File: config.mk
export PLATFORM = sky130hd
export DESIGN_NAME = pipe_rca_adder
export DESIGN_NICKNAME = d
export VERILOG_FILES = /design/src/rtl/pipe_rca_adder_pkg.sv /design/src/rtl/rca_slice.sv /design/src/rtl/pipe_rca_adder.sv
export SDC_FILE = /design/constraint.sdc
export NUM_CORES = 1
export LEC_CHECK = 0
export BUFFER_PORTS_ARGS = -buffer_cell sky130_fd_sc_hd__buf_2
export CAP_MARGIN = 30
export CORE_ASPECT_RATIO = 1.25
export CORE_UTILIZATION = 55
export CTS_BUF_LIST = sky130_fd_sc_hd__clkbuf_16
export DETAILED_ROUTE_END_ITERATION = 10
export GPL_TIMING_DRIVEN = 0
export PLACE_DENSITY = 0.77
export REMOVE_ABC_BUFFERS = 1
export SLEW_MARGIN = 20
export SYNTH_ARGS = -nofsm -noshare
export SYNTH_HDL_FRONTEND = slang
export SYNTH_HIERARCHICAL = 1
export SYNTH_SLANG_ARGS = --single-unit
File: constraint.sdc
create_clock -name clk -period 16.6 [get_ports clk]
set_input_delay 0.83 -clock clk [delete_from_list [all_inputs] [get_ports clk]]
set_output_delay 0.83 -clock clk [all_outputs]
set_load 0.05 [all_outputs]
File: src/rtl/pipe_rca_adder_pkg.sv
// Shared definitions for the pipelined ripple-carry adder/subtractor.
// Operation encoding and the operand-split legality check used at elaboration.
package pipe_rca_adder_pkg;

  localparam logic OP_ADD = 1'b0;
  localparam logic OP_SUB = 1'b1;

  function automatic bit slices_even(input int bits, input int stages);
    return (stages >= 1) && (bits >= stages) && ((bits % stages) == 0);
  endfunction

endpackage

File: src/rtl/rca_slice.sv
// Combinational ripple-carry slice built from a gate-level full-adder chain.
// Also exposes the carry into the MSB so the caller can derive signed overflow.
module rca_slice #(
  parameter int W = 8
) (
  input  logic [W-1:0] a,
  input  logic [W-1:0] b,
  input  logic         ci,
  output logic [W-1:0] sum,
  output logic         co,
  output logic         cm
);

  for (genvar i = 0; i < W; i++) begin : g_bit
    logic c_in;
    logic p;
    logic c_out;

    if (i == 0) begin : g_lsb
      assign c_in = ci;
    end else begin : g_chain
      assign c_in = g_bit[i-1].c_out;
    end

    assign p      = a[i] ^ b[i];
    assign sum[i] = p ^ c_in;
    assign c_out  = (a[i] & b[i]) | (p & c_in);
  end

  assign co = g_bit[W-1].c_out;
  assign cm = g_bit[W-1].c_in;

endmodule

File: src/rtl/pipe_rca_adder.sv
// Pipelined ripple-carry adder/subtractor: one SLICE-wide ripple per stage,
// with valid/ready flow control and bubble-collapsing backpressure.
module pipe_rca_adder
  import pipe_rca_adder_pkg::*;
#(
  parameter int BITS   = 32,
  parameter int STAGES = 4
) (
  input  logic            clk,
  input  logic            rst,
  input  logic            in_valid,
  output logic            in_ready,
  input  logic [BITS-1:0] a,
  input  logic [BITS-1:0] b,
  input  logic            ci,
  input  logic            sub,
  output logic            out_valid,
  input  logic            out_ready,
  output logic [BITS-1:0] sum,
  output logic            co,
  output logic            ovf
);

  localparam int SLICE = BITS / STAGES;

  if (!slices_even(BITS, STAGES)) begin : g_bad_split
    $error("pipe_rca_adder: BITS must be a non-zero multiple of STAGES");
  end

  logic [STAGES-1:0]            v_q;
  logic [STAGES-1:0]            c_q;
  logic [STAGES-1:0][BITS-1:0]  a_q;
  logic [STAGES-1:0][BITS-1:0]  b_q;
  logic [STAGES-1:0][BITS-1:0]  s_q;
  logic                         ovf_q;

  logic [STAGES:0]              rdy;
  logic [STAGES-1:0]            src_v;
  logic [STAGES-1:0]            src_c;
  logic [STAGES-1:0][BITS-1:0]  src_a;
  logic [STAGES-1:0][BITS-1:0]  src_b;
  logic [STAGES-1:0][BITS-1:0]  src_s;
  logic [STAGES-1:0][BITS-1:0]  s_nxt;
  logic [STAGES-1:0][SLICE-1:0] sl_sum;
  logic [STAGES-1:0]            sl_co;
  logic [STAGES-1:0]            sl_cm;

  // A stage can load when it is empty or its successor is taking its content.
  always_comb begin
    rdy         = '0;
    rdy[STAGES] = out_ready;
    for (int k = STAGES - 1; k >= 0; k--) begin
      rdy[k] = !v_q[k] || rdy[k+1];
    end
  end

  // Stage 0 sees the effective operands; later stages see the skew registers.
  always_comb begin
    src_v    = '0;
    src_c    = '0;
    src_a    = '0;
    src_b    = '0;
    src_s    = '0;
    src_v[0] = in_valid;
    src_a[0] = a;
    src_b[0] = (sub == OP_SUB) ? ~b : b;
    src_c[0] = ci ^ (sub == OP_SUB);
    for (int k = 1; k < STAGES; k++) begin
      src_v[k] = v_q[k-1];
      src_a[k] = a_q[k-1];
      src_b[k] = b_q[k-1];
      src_c[k] = c_q[k-1];
      src_s[k] = s_q[k-1];
    end
  end

  for (genvar k = 0; k < STAGES; k++) begin : g_stage
    rca_slice #(.W(SLICE)) u_slice (
      .a   (src_a[k][k*SLICE +: SLICE]),
      .b   (src_b[k][k*SLICE +: SLICE]),
      .ci  (src_c[k]),
      .sum (sl_sum[k]),
      .co  (sl_co[k]),
      .cm  (sl_cm[k])
    );
  end

  always_comb begin
    s_nxt = src_s;
    for (int k = 0; k < STAGES; k++) begin
      s_nxt[k][k*SLICE +: SLICE] = sl_sum[k];
    end
  end

  always_ff @(posedge clk or posedge rst) begin
    if (rst) begin
      v_q   <= '0;
      c_q   <= '0;
      a_q   <= '0;
      b_q   <= '0;
      s_q   <= '0;
      ovf_q <= 1'b0;
    end else begin
      for (int k = 0; k < STAGES; k++) begin
        if (rdy[k]) begin
          v_q[k] <= src_v[k];
          if (src_v[k]) begin
            a_q[k] <= src_a[k];
            b_q[k] <= src_b[k];
            s_q[k] <= s_nxt[k];
            c_q[k] <= sl_co[k];
          end
        end
      end
      if (rdy[STAGES-1] && src_v[STAGES-1]) begin
        ovf_q <= sl_cm[STAGES-1] ^ sl_co[STAGES-1];
      end
    end
  end

  assign in_ready  = rdy[0];
  assign out_valid = v_q[STAGES-1];
  assign sum       = s_q[STAGES-1];
  assign co        = c_q[STAGES-1];
  assign ovf       = ovf_q;

  // Operand bits outside a stage's own slice are simply forwarded or dropped.
  logic unused_bits;
  assign unused_bits = ^{a_q[STAGES-1], b_q[STAGES-1], src_a, src_b, sl_cm};

endmodule

==> flow_metrics.tcl <==
set metrics [dict create \
    outcome "finished clean" \
    synthDistinctLibCells 16 \
    drive_gt1_share_pct 52.1 \
    synth_top_family_by_area "multiplexers" \
    avgSynthCellArea_um2 15.9 \
    period_share_pct 27.1 \
    sw_frac_of_total_pct 34.2 \
    layout.area.seq_um2 4630 \
    grt_max_degree 109 \
    core_area_um2 14400 \
    hp-class "register to register" \
    clk_latency_ps 430 \
    switching_power_uw 589 \
    area_growth_syn_to_layout_pct 18.1 \
    antenna_found_initial 0 \
    setup-tns-final_ps 0 \
    cts_setup_buffers 0 \
    drt_iter0_drc 125 \
    min_period_ps 4490 \
    ioPinCount 106 \
    grt_usage_pct 20.1 \
    dp_hpwl_um 9300 \
    ant_nets 0 \
    holdBufCountCts 0 \
    n_fill_cell 1042 \
    ys_seq_area_share_pct 57.2 \
    num_antenna_cells 0 \
    final_max_slew_viol_count 0 \
    yosysWarnings 6 \
    critPathMaxFanout 18 \
    rows 49 \
    max-clock-path-buffers 2 \
    layout_commonest_cell "dfrtp_1" \
    synth-simple-area-share_pct 0.896 \
    end_kind "register" \
    multi_input_area_um2 3190 \
    rsz0062_at_grt "no" \
    initial_core_util_pct 56.2 \
    synth-seq-cells 185 \
    dpl_cell_area_um2 8940 \
    fp.dieW_um 111 \
    pre_cts_slack_ps 11600 \
    portBuffers 105 \
    viasPerCell 5.17 \
    num_vias 4180 \
    p_seq_share_pct 41.3 \
    die_h_um 138 \
    setup_viol 0 \
    power.share.clock_pct 24.6 \
    synthMuxAreaShare_pct 26.6 \
    htreeDepth 4 \
    power.leakage_uw 0.00444 \
    synth.area.top_cells "dfrtp_1, mux2_2, fa_1, mux2_4, xor2_1" \
    max_freq_ghz 0.223 \
    fin_nets 720 \
    powerDensity_nw_per_um2 180 \
    internal_power_uw 1130 \
    drc 0 \
    synth_xor_area_share_pct 3.68 \
    synthAdderAreaFrac_pct 7.91 \
    cts_resized 0 \
    critPathKind "input pin to register" \
    synth_top_area_cell "dfrtp_1" \
    cts_buffers 17 \
    place_congestion 0.720 \
    crit_arrival_ps 4810 \
    drv_cap 0 \
    fin_area_um2 9560 \
    cts.sinks 185 \
    grt_overflow 0 \
    synthDominantCellAreaShare_pct 57.2 \
    synth-compound-area-share_pct 0.139 \
    routed_wl_um 14300 \
    crit_path_start_kind "input pin" \
    relSlewSlack_pct 48.0 \
    combinationalPowerShare_pct 34.1 \
    tightest_slew_ps 779 \
    grt_pass1_vias 4576 \
    hold_violations 0 \
    setup_ws_ps 12110 \
    cts-root-buf "clkbuf_16" \
    drt_first_pass_iters 4 \
    design.die.area_um2 15200 \
    cts_tree "yes" \
    power.total_uw 1720 \
    netlist_area_um2 8100 \
    required_ps 16910 \
    grt_first_pass_wirelength_um 23200 \
    clock_skew_ps 8.86 \
    clkSlewWorstSetupHoldPaths_ps 70 \
    drt-wirelength-per-cell_um 17.6 \
    most-common-layout-cells "dfrtp_1, mux2_2, buf_2" \
    vdd_drop_max_mv 0.148 \
    synthCells 508 \
]
==> final timing paths <==
kind	startpoint	endpoint	slack, ps	cells after the start
max in group asynchronous	rst	b_q[49]$_DFFE_PP0P_	15200	3
min	s_nxt[118]$_DFFE_PP0P_	sum[22]$_DFFE_PP0P_	500	1
min in group asynchronous	rst	sum[27]$_DFFE_PP0P_	570	2
max	sub	s_nxt[39]$_DFFE_PP0P_	12110	16
max reg2reg	a_q[88]$_DFFE_PP0P_	ovf$_DFFE_PP0P_	12600	14
min reg2reg	s_nxt[118]$_DFFE_PP0P_	sum[22]$_DFFE_PP0P_	500	1
==> worst max-delay path: stages <==
cell and delay [ps]:
buf_2 440, buf_12 260, xor2_1 80, inv_1 80, fa_1 160, inv_1 40
fa_1 370, fa_1 380, fa_1 390, fa_1 410, fa_1 370, inv_1 70
fa_1 160, inv_1 50, fa_1 410, mux2_2 260
==> cells by family after synthesis <==
kind of cell	after synthesis
xor+xnor	34
flops	185
fa+ha+maj	32
compound gates	1
mux	181
buf+inv	63
simple gates	12
==> Yosys cell counts <==
library cell	number
xor2_1	34
buf_6	4
mux2_2	151
mux2_4	30
nand4b_1	1
nand2b_1	5
and4b_1	1
nand2_1	4
clkbuf_1	1
inv_1	41
a21boi_2	1
dfrtp_1	185
fa_1	32
buf_4	2
nand3b_1	1
buf_2	15
==> flip-flops by register name, summed over array words and instances (netlist names) <==
signal and count:
sum 32, b_q 48, v_q 4, ovf 1, s_nxt 48, a_q 48
c_q 4
==> routing by layer <==
layer,GRT usage (%),vias up,wire length (um)
li1,-,1902,-
met2,35.1,69,7590
met5,0,-,0
met3,4.44,14,380
met1,24.7,2195,6120
met4,7.33,0,181
==> metrics by stage <==
step	std cells	utilization, %	hold slack (ps)
3_5_place_dp	777	62.0	487
5_1_grt	809	66.4	515
2_1_floorplan	486	-	473
3_3_place_gp	769	60.4	482
6_report	809	66.4	499
4_1_cts	809	66.4	503
==> layout make-up <==
type / count / area share [%]
Multi-Input combinational cell: 260 / 33.4
Sequential cell: 185 / 48.4
Tap cell: 178 / 2.33
Clock buffer: 17 / 4.45
Clock inverter: 15 / 2.08
Inverter: 41 / 1.69
Timing Repair Buffer: 113 / 7.64
==> power groups by stage <==
stage          clock, uW  combinational, uW  sequential, uW
5_1_grt              450                638             734
3_5_place_dp           0                592             719
4_1_cts              433                599             713
3_3_place_gp           0                564             707
6_report             424                587             710
2_1_floorplan          0                301             847
Note: power is estimated with default switching activity, not from simulation.
